===== config.mk =====
export PLATFORM = sky130hd
export DESIGN_NAME = uio_bus_arbiter
export DESIGN_NICKNAME = d
export VERILOG_FILES = /design/src/rtl/uio_arb_pkg.sv /design/src/rtl/uio_bus_arbiter_rr_pick.sv /design/src/rtl/uio_bus_arbiter.sv
export SDC_FILE = /design/constraint.sdc
export NUM_CORES = 1
export LEC_CHECK = 0
export CAP_MARGIN = 5
export CORE_MARGIN = 2
export CORE_UTILIZATION = 34
export DETAILED_ROUTE_END_ITERATION = 10
export PLACE_DENSITY = 0.81
export SYNTH_ARGS = -nofsm -noshare
export SYNTH_HDL_FRONTEND = slang
export SYNTH_SLANG_ARGS = --single-unit

===== constraint.sdc =====
create_clock -name clk -period 2 [get_ports clk]
set_clock_uncertainty 0.05 [all_clocks]
set_input_delay 0.4 -clock clk [delete_from_list [all_inputs] [get_ports clk]]
set_output_delay 0.4 -clock clk [all_outputs]
set_load 0.1 [all_outputs]

===== src/rtl/uio_arb_pkg.sv =====
// Shared definitions for the uio pad arbiter: FSM encoding and default parameters.
package uio_arb_pkg;

    typedef enum logic [1:0] {
        ST_IDLE  = 2'd0,
        ST_GRANT = 2'd1,
        ST_TURN  = 2'd2
    } arb_state_e;

    localparam int DEF_NUM_REQ     = 4;
    localparam int DEF_MAX_HOLD    = 8;
    localparam int DEF_TURN_CYCLES = 1;

endpackage


===== src/rtl/uio_bus_arbiter_rr_pick.sv =====
// Combinational round-robin picker: first set request scanning from ptr upward, wrapping.
module rr_pick
    import uio_arb_pkg::*;
#(
    parameter  int NUM_REQ = DEF_NUM_REQ,
    localparam int PW      = $clog2(NUM_REQ)
) (
    input  logic [NUM_REQ-1:0] req,
    input  logic [PW-1:0]      ptr,
    output logic               valid,
    output logic [PW-1:0]      index,
    output logic [NUM_REQ-1:0] onehot
);

    int cand;

    // Scan from the farthest offset down so the nearest-to-ptr request wins last.
    always_comb begin
        valid  = 1'b0;
        index  = '0;
        onehot = '0;
        cand   = 0;
        for (int i = NUM_REQ - 1; i >= 0; i--) begin
            cand = int'(ptr) + i;
            if (cand >= NUM_REQ) cand = cand - NUM_REQ;
            if (req[cand]) begin
                valid = 1'b1;
                index = PW'(cand);
            end
        end
        if (valid) onehot[index] = 1'b1;
    end

endmodule


===== src/rtl/uio_bus_arbiter.sv =====
// Round-robin owner of the shared uio pads with bounded hold and a forced idle turnaround.
module uio_bus_arbiter
    import uio_arb_pkg::*;
#(
    parameter int NUM_REQ     = DEF_NUM_REQ,
    parameter int MAX_HOLD    = DEF_MAX_HOLD,
    parameter int TURN_CYCLES = DEF_TURN_CYCLES
) (
    input  logic                 clk,
    input  logic                 rst_n,
    input  logic                 ena,
    input  logic [NUM_REQ-1:0]   req,
    input  logic [NUM_REQ*8-1:0] wdata,
    input  logic [NUM_REQ*8-1:0] woe,
    input  logic [7:0]           uio_in,
    output logic [7:0]           uio_out,
    output logic [7:0]           uio_oe,
    output logic [NUM_REQ-1:0]   gnt,
    output logic [7:0]           rdata,
    output logic                 busy,
    output logic [1:0]           state_dbg
);

    localparam int PW = $clog2(NUM_REQ);
    localparam int HW = $clog2(MAX_HOLD + 1);
    localparam int TW = $clog2(TURN_CYCLES + 1);
    localparam logic [HW-1:0] HOLD_LAST = HW'(MAX_HOLD - 1);
    localparam logic [TW-1:0] TURN_LAST = TW'(TURN_CYCLES - 1);
    localparam logic [PW-1:0] LAST_IDX  = PW'(NUM_REQ - 1);

    // Handshake: req is a level held by a requester for as long as it wants the pads;
    // gnt[k] high means requester k drives uio_out/uio_oe this cycle. Dropping req ends
    // ownership, and ownership is also withdrawn on timeout or ena low, whatever req says.

    arb_state_e           state_q, state_d;
    logic [PW-1:0]        owner_q, owner_d;
    logic [PW-1:0]        ptr_q, ptr_d;
    logic [HW-1:0]        hold_q, hold_d;
    logic [TW-1:0]        turn_q, turn_d;
    logic [NUM_REQ-1:0]   gnt_q, gnt_d;

    logic                 pick_valid;
    logic [PW-1:0]        pick_idx;
    logic [NUM_REQ-1:0]   pick_onehot;

    rr_pick #(.NUM_REQ(NUM_REQ)) u_pick (
        .req    (req),
        .ptr    (ptr_q),
        .valid  (pick_valid),
        .index  (pick_idx),
        .onehot (pick_onehot)
    );

    always_ff @(posedge clk) begin
        if (!rst_n) begin
            state_q <= ST_IDLE;
            owner_q <= '0;
            ptr_q   <= '0;
            hold_q  <= '0;
            turn_q  <= '0;
            gnt_q   <= '0;
            rdata   <= '0;
        end else begin
            state_q <= state_d;
            owner_q <= owner_d;
            ptr_q   <= ptr_d;
            hold_q  <= hold_d;
            turn_q  <= turn_d;
            gnt_q   <= gnt_d;
            rdata   <= uio_in;
        end
    end

    always_comb begin
        state_d = state_q;
        owner_d = owner_q;
        ptr_d   = ptr_q;
        hold_d  = hold_q;
        turn_d  = turn_q;
        gnt_d   = gnt_q;
        case (state_q)
            ST_IDLE: begin
                if (ena && pick_valid) begin
                    state_d = ST_GRANT;
                    owner_d = pick_idx;
                    gnt_d   = pick_onehot;
                    hold_d  = '0;
                end
            end
            ST_GRANT: begin
                if (!req[owner_q] || !ena || hold_q == HOLD_LAST) begin
                    state_d = ST_TURN;
                    gnt_d   = '0;
                    hold_d  = '0;
                    turn_d  = '0;
                    // Owner just served drops to lowest priority for the next round.
                    ptr_d   = (owner_q == LAST_IDX) ? '0 : owner_q + 1'b1;
                end else begin
                    hold_d = hold_q + 1'b1;
                end
            end
            ST_TURN: begin
                if (turn_q == TURN_LAST) begin
                    state_d = ST_IDLE;
                    turn_d  = '0;
                end else begin
                    turn_d = turn_q + 1'b1;
                end
            end
            default: begin
                state_d = ST_IDLE;
                gnt_d   = '0;
            end
        endcase
    end

    always_comb begin
        uio_out = '0;
        uio_oe  = '0;
        if (state_q == ST_GRANT) begin
            uio_out = wdata[8*int'(owner_q) +: 8];
            uio_oe  = woe[8*int'(owner_q) +: 8];
        end
    end

    assign gnt       = gnt_q;
    assign busy      = (state_q != ST_IDLE);
    assign state_dbg = state_q;

endmodule


* After elaboration in Yosys (flattened, before gate mapping)
Index checks and enable logic that the tools add are counted.
** Word-level totals
- Output and inout port bits :: 31
- Register bits :: 23
- Word-level logic and storage cells :: 99
- Input port bits :: 79
** Cells by class
- Reduce and logical (&&, ||, !) cells :: 16
- Magnitude comparators :: 11
- Shift operators :: 2
- Muxes and demuxes :: 45
- Add/sub/neg operators :: 10
- Eq/ne operators :: 7
- Bitwise logic cells :: 1
** Operators by type and width (number)
- $lt A32 B4 Y1 const B :: 4
- $mux W32 :: 4
- $ge A32 B4 Y1 const B :: 3
- $sub A32 B4 Y32 const B :: 3
- $shiftx A32 B6 Y8 :: 2
- $mux W4 :: 5
- $mux W1 :: 16
- $mux W2 :: 8
- $mux W8 :: 2
- $pmux W4 S3 :: 1
- $bmux W1 S2 :: 5
- $pmux W4 S2 :: 1
- $reduce_and A2 Y1 :: 4
- $add A2 B2 Y3 const B :: 2
- $lt A2 B3 Y1 const B :: 2
- $ne A2 B2 Y1 const B :: 3
- $pmux W2 S3 :: 1
- $reduce_and A3 Y1 :: 2
- $reduce_bool A2 Y1 :: 3
- $add A4 B1 Y4 const B :: 1
- $eq A2 B2 Y1 const B :: 2
- $eq A4 B3 Y1 const B :: 1
- $sub A2 B3 Y4 const B :: 1
- $add A2 B1 Y3 const B :: 1
- other kinds (12) :: 15

* Longest topological paths before layout
- Depth after elaboration :: 17
- Mapped depth :: 5
- Mapped depth without buffers :: 5

* By module
Synthesis repeated with hierarchy kept, for this count alone.
** Unflattened totals
- Cell total of the unflattened synthesis :: 161
- Area, all modules :: 1594.0 um2
** Modules (own cells, without submodules)
- uio_bus_arbiter :: times used 1, cells each 131, seq. area each 440.4 um2, area each 1418.9 um2
- rr_pick :: times used 1, cells each 30, seq. area each 0.0 um2, area each 175.2 um2

* Least setup slack after synthesis
No wires, ideal clock.
- Path type :: flip-flop to output port
- From :: register state_q[0], in the netlist state_dbg[0]
- To :: output port uio_oe[4]
- Buffers on the path :: 1
- Arrival :: 2.330 ns
- Data required time :: 1.550 ns
- Stages on the path, launching flop included :: 4
- Slack :: -0.780 ns
- Cell sequence :: dfxtp_1 > and2b_1 > clkbuf_1 > and2_1
** Between the ends
- Word-level cells in the longest chain between the ends :: 2
** RTL lines
- from (decl) :: line uio_bus_arbiter.sv:35 : arb_state_e state_q, state_d;
- from (signal assigned) :: line uio_bus_arbiter.sv:64 : state_q <= state_d;
- $eq A2 B1 Y1 :: line uio_bus_arbiter.sv:120 : if (state_q == ST_GRANT) begin
- $mux W8 :: line uio_bus_arbiter.sv:120
- to (decl) :: line uio_bus_arbiter.sv:17 : output logic [7:0] uio_oe,
No other way between the ends.

* Worst setup path in the final report
- From :: input port wdata[27]
- To :: output port uio_out[3]
** Between the ends
- Word-level cells in the longest chain between the ends :: 2
** RTL lines
- from (decl) :: line uio_bus_arbiter.sv:13 : input logic [NUM_REQ*8-1:0] wdata,
- $shiftx A32 B6 Y8 :: line uio_bus_arbiter.sv:121 : uio_out = wdata[8*int'(owner_q) +: 8];
- $mux W8 :: line uio_bus_arbiter.sv:120
- to (decl) :: line uio_bus_arbiter.sv:16 : output logic [7:0] uio_out,
No other way between the ends.

==> flow_summary_export.csv <==
group,metric,value,unit
outcome,status,"complete, but fails checks",
outcome,violations,"negative setup slack",
synth,yosys-top-cells-area,"dfxtp_1 (30%), mux4_2 (26%), and2_1 (11%)",
sta,fmax,0.4756,GHz
synth,synth-async-reset-ratio,0,%
sta,rsz0062_at_grt,"yes",
place,place_hpwl,4491,um
global_route,grt_overflow_total,0,
synth,synth_area_per_cell,10.52,um^2
worst_setup_path,cp_cell_sequence,"clkdlybuf4s50_1 > mux4_2 > and2_4 > buf_12",
worst_setup_path,crit_path_end_kind,"primary output",
final_layout,finalNetCount,347,
routing,wl_per_cell,17.43,um
worst_setup_path,critPathArrivalTime,1650,ps
routing,drt_iter0_drc,50,
final_layout,num_antenna_cells,0,
floorplan,rows,23,
worst_setup_path,slowest_delay,490,ps
final_layout,area_delta_synth_final,106.4,%
sta,whs,427.5,ps
pwr,total_power,1.569,mW
synth,synth_top_cell_by_area,"dfxtp_1",
pwr,ir_drop,0.4622,mV
floorplan,die_h,69.34,um
sta,final-hold-violation-count,0,
worst_setup_path,required,1550,ps
clocking,holdBufCountCts,0,
clocking,clk_latency,260,ps
routing,drc_errors,0,
clocking,cts_htree_levels,1,
sta,relSlewSlack,71.17,%
worst_setup_path,cp_max_fo,1,
sta,min_period,2102,ps
sta,fin_ws,-102.4,ps
synth,yosys-top-cells-count,"and2_1 (25), dfxtp_1 (22), mux4_2 (17), nand2_1 (7)",
synth,syn-num-nets,219,
global_route,track_usage,23.21,%
pwr,power_density,523.9,mW/mm^2
routing,routed_wl,5491,um
floorplan,start_util,35.77,%
clocking,clk_path_buf_depth,2,
floorplan,die-area,0.004807,mm^2
clocking,cts_tree,"built",
global_route,grt_pass1_vias,1761,
clocking,root_buffer,"clkbuf_8",
synth,yosysWarnings,0,
floorplan,coreArea,0.004058,mm^2
run,maxCapViolCount,0,
hold_path,min_path_type,"flip-flop to flip-flop",
synth,syn-cell-area,0.001451,mm^2
global_route,antenna_found_initial,0,
synth,yosys_register_bits,22,
routing,dr.pass1.iters,4,
synth,synth_flop_cell,"dfxtp_1",
floorplan,die_w,69.34,um
worst_setup_path,slowest_stage,"mux4_2",
place,gp_congestion,0.8703,
place,numPortBuffers,109,
synth,synth-edff-count,0,
sta,period_share,105.1,%
global_route,grt_max_degree,21,
clocking,path_clk_slew,70,ps
worst_setup_path,critical-path-top-delay-family,"buffers and inverters",
synth,yosysMostFrequentCell,"and2_1",
synth,netlist_instances,138,
floorplan,num_io_pins,110,
synth,yosys.cell_types.count,37,
clocking,clock_sinks,22,
clocking,cts-buffers-inserted,3,
synth,synth_top_area_share,30.34,%
worst_setup_path,path_class,"input port to primary output",
sta,tightest_slew,428.8,ps
routing,vias_per_cell,5.267,
final_layout,drive_gt1_share,36.98,%
synth,seq_area_frac_synth,30.34,%
worst_setup_path,path_buf_inv,2,
worst_setup_path,cp-start-kind,"input port",
global_route,grt_pass1_wl,8997,um
sta,drv_slew,0,
pwr,p_leak,1.177,nW
routing,vias,1659,
sta,setup_violations,16,
routing,ant_nets,0,
-- cell usage in the layout (no fill, tap or decap), types with 2 or more instances in the layout --
master	synthesis	routed
a32o_1	2	2
and2_1	25	9
or2b_1	2	2
dfxtp_1	22	19
ha_1	2	2
o31ai_1	4	4
clkdlybuf4s50_1	0	77
nand2_1	7	7
nor3_1	2	2
o21ai_0	4	3
nand4_1	4	4
and2_4	0	16
buf_4	2	34
o22ai_1	2	2
buf_12	0	17
a21oi_1	5	5
inv_1	2	2
mux4_2	17	17
or2_2	2	2
clkbuf_8	0	4
nand3_1	4	4
dfxtp_4	0	2
or3b_1	2	2
nor2_1	5	5
a31oi_1	2	2
-- worst min-delay path: cells and delay by family (launching register included) --
kind	cells	cell delay, ps
compound gates	1	60
flops	1	320
simple gates	1	50
-- final cells by class --
class                      instances  area (um^2)
clock buffer                       4        55.05
tap                               50        62.56
sequential                        22        449.2
inverter                           2        7.507
fill                             301         1062
timing repair buffer             131         1418
multi-input combinational        106         1003
-- power breakdown --
group | switching, mW | internal [mW] | leakage (nW) | total (mW)
clock network | 0.134 | 0.175 | 0.0288 | 0.309
registers | 0.0158 | 0.458 | 0.182 | 0.473
logic | 0.414 | 0.372 | 0.966 | 0.786
-- worst paths after layout --
path         startpoint         end  slack [ps]  cells past startpoint
min              gnt[2]      gnt[2]         430                      2
min reg2reg      gnt[2]      gnt[2]         430                      2
max           wdata[27]  uio_out[3]        -100                      4
max reg2reg  owner_q[0]   hold_q[2]         150                      6
-- per-layer routing --
metal	routed length, um	share of wire [%]	global-route usage [%]
met1	2153	39	27.45
met5	0	0	0
met2	2943	54	44.34
met3	341	6.2	3.488
met4	53	0.97	4.139
-- flip-flops by register name, indices dropped and copies added (netlist names) --
register   cells
gnt            4
hold_q         4
state_dbg      2
owner_q        2
ptr_q          2
rdata          8
-- cell families after synthesis --
family / after synthesis / share of synthesized area [%]
simple gates: 64 / 27.59
compound gates: 22 / 10.00
fa+ha+maj: 2 / 1.724
buf+inv: 10 / 3.275
flops: 22 / 30.34
mux: 18 / 27.07
-- repair_timing --
| item | CTS | global route |
|---|---|---|
| resized for setup | 9 | 3 |
| setup buffers | 1 | 1 |
| cloned | 1 | 0 |
| pin swaps | 6 | 1 |
| endpoints found under the setup margin | 18 | 20 |
-- through the flow --
stage                     setup slack (ps)  util [%]  area (um^2)  cells  TNS [ps]
after floorplan                      50.20         -         1491    138         0
after global placement              -239.3     70.98         2880    308     -2442
after detailed placement            -289.1     70.98         2880    308     -3123
after CTS                           -104.3     73.54         2984    314     -1438
after global routing                -152.9     73.82         2995    315     -2189
final                               -102.4     73.82         2995    315     -1327
No activity file was read; power rests on OpenSTA's default activity.
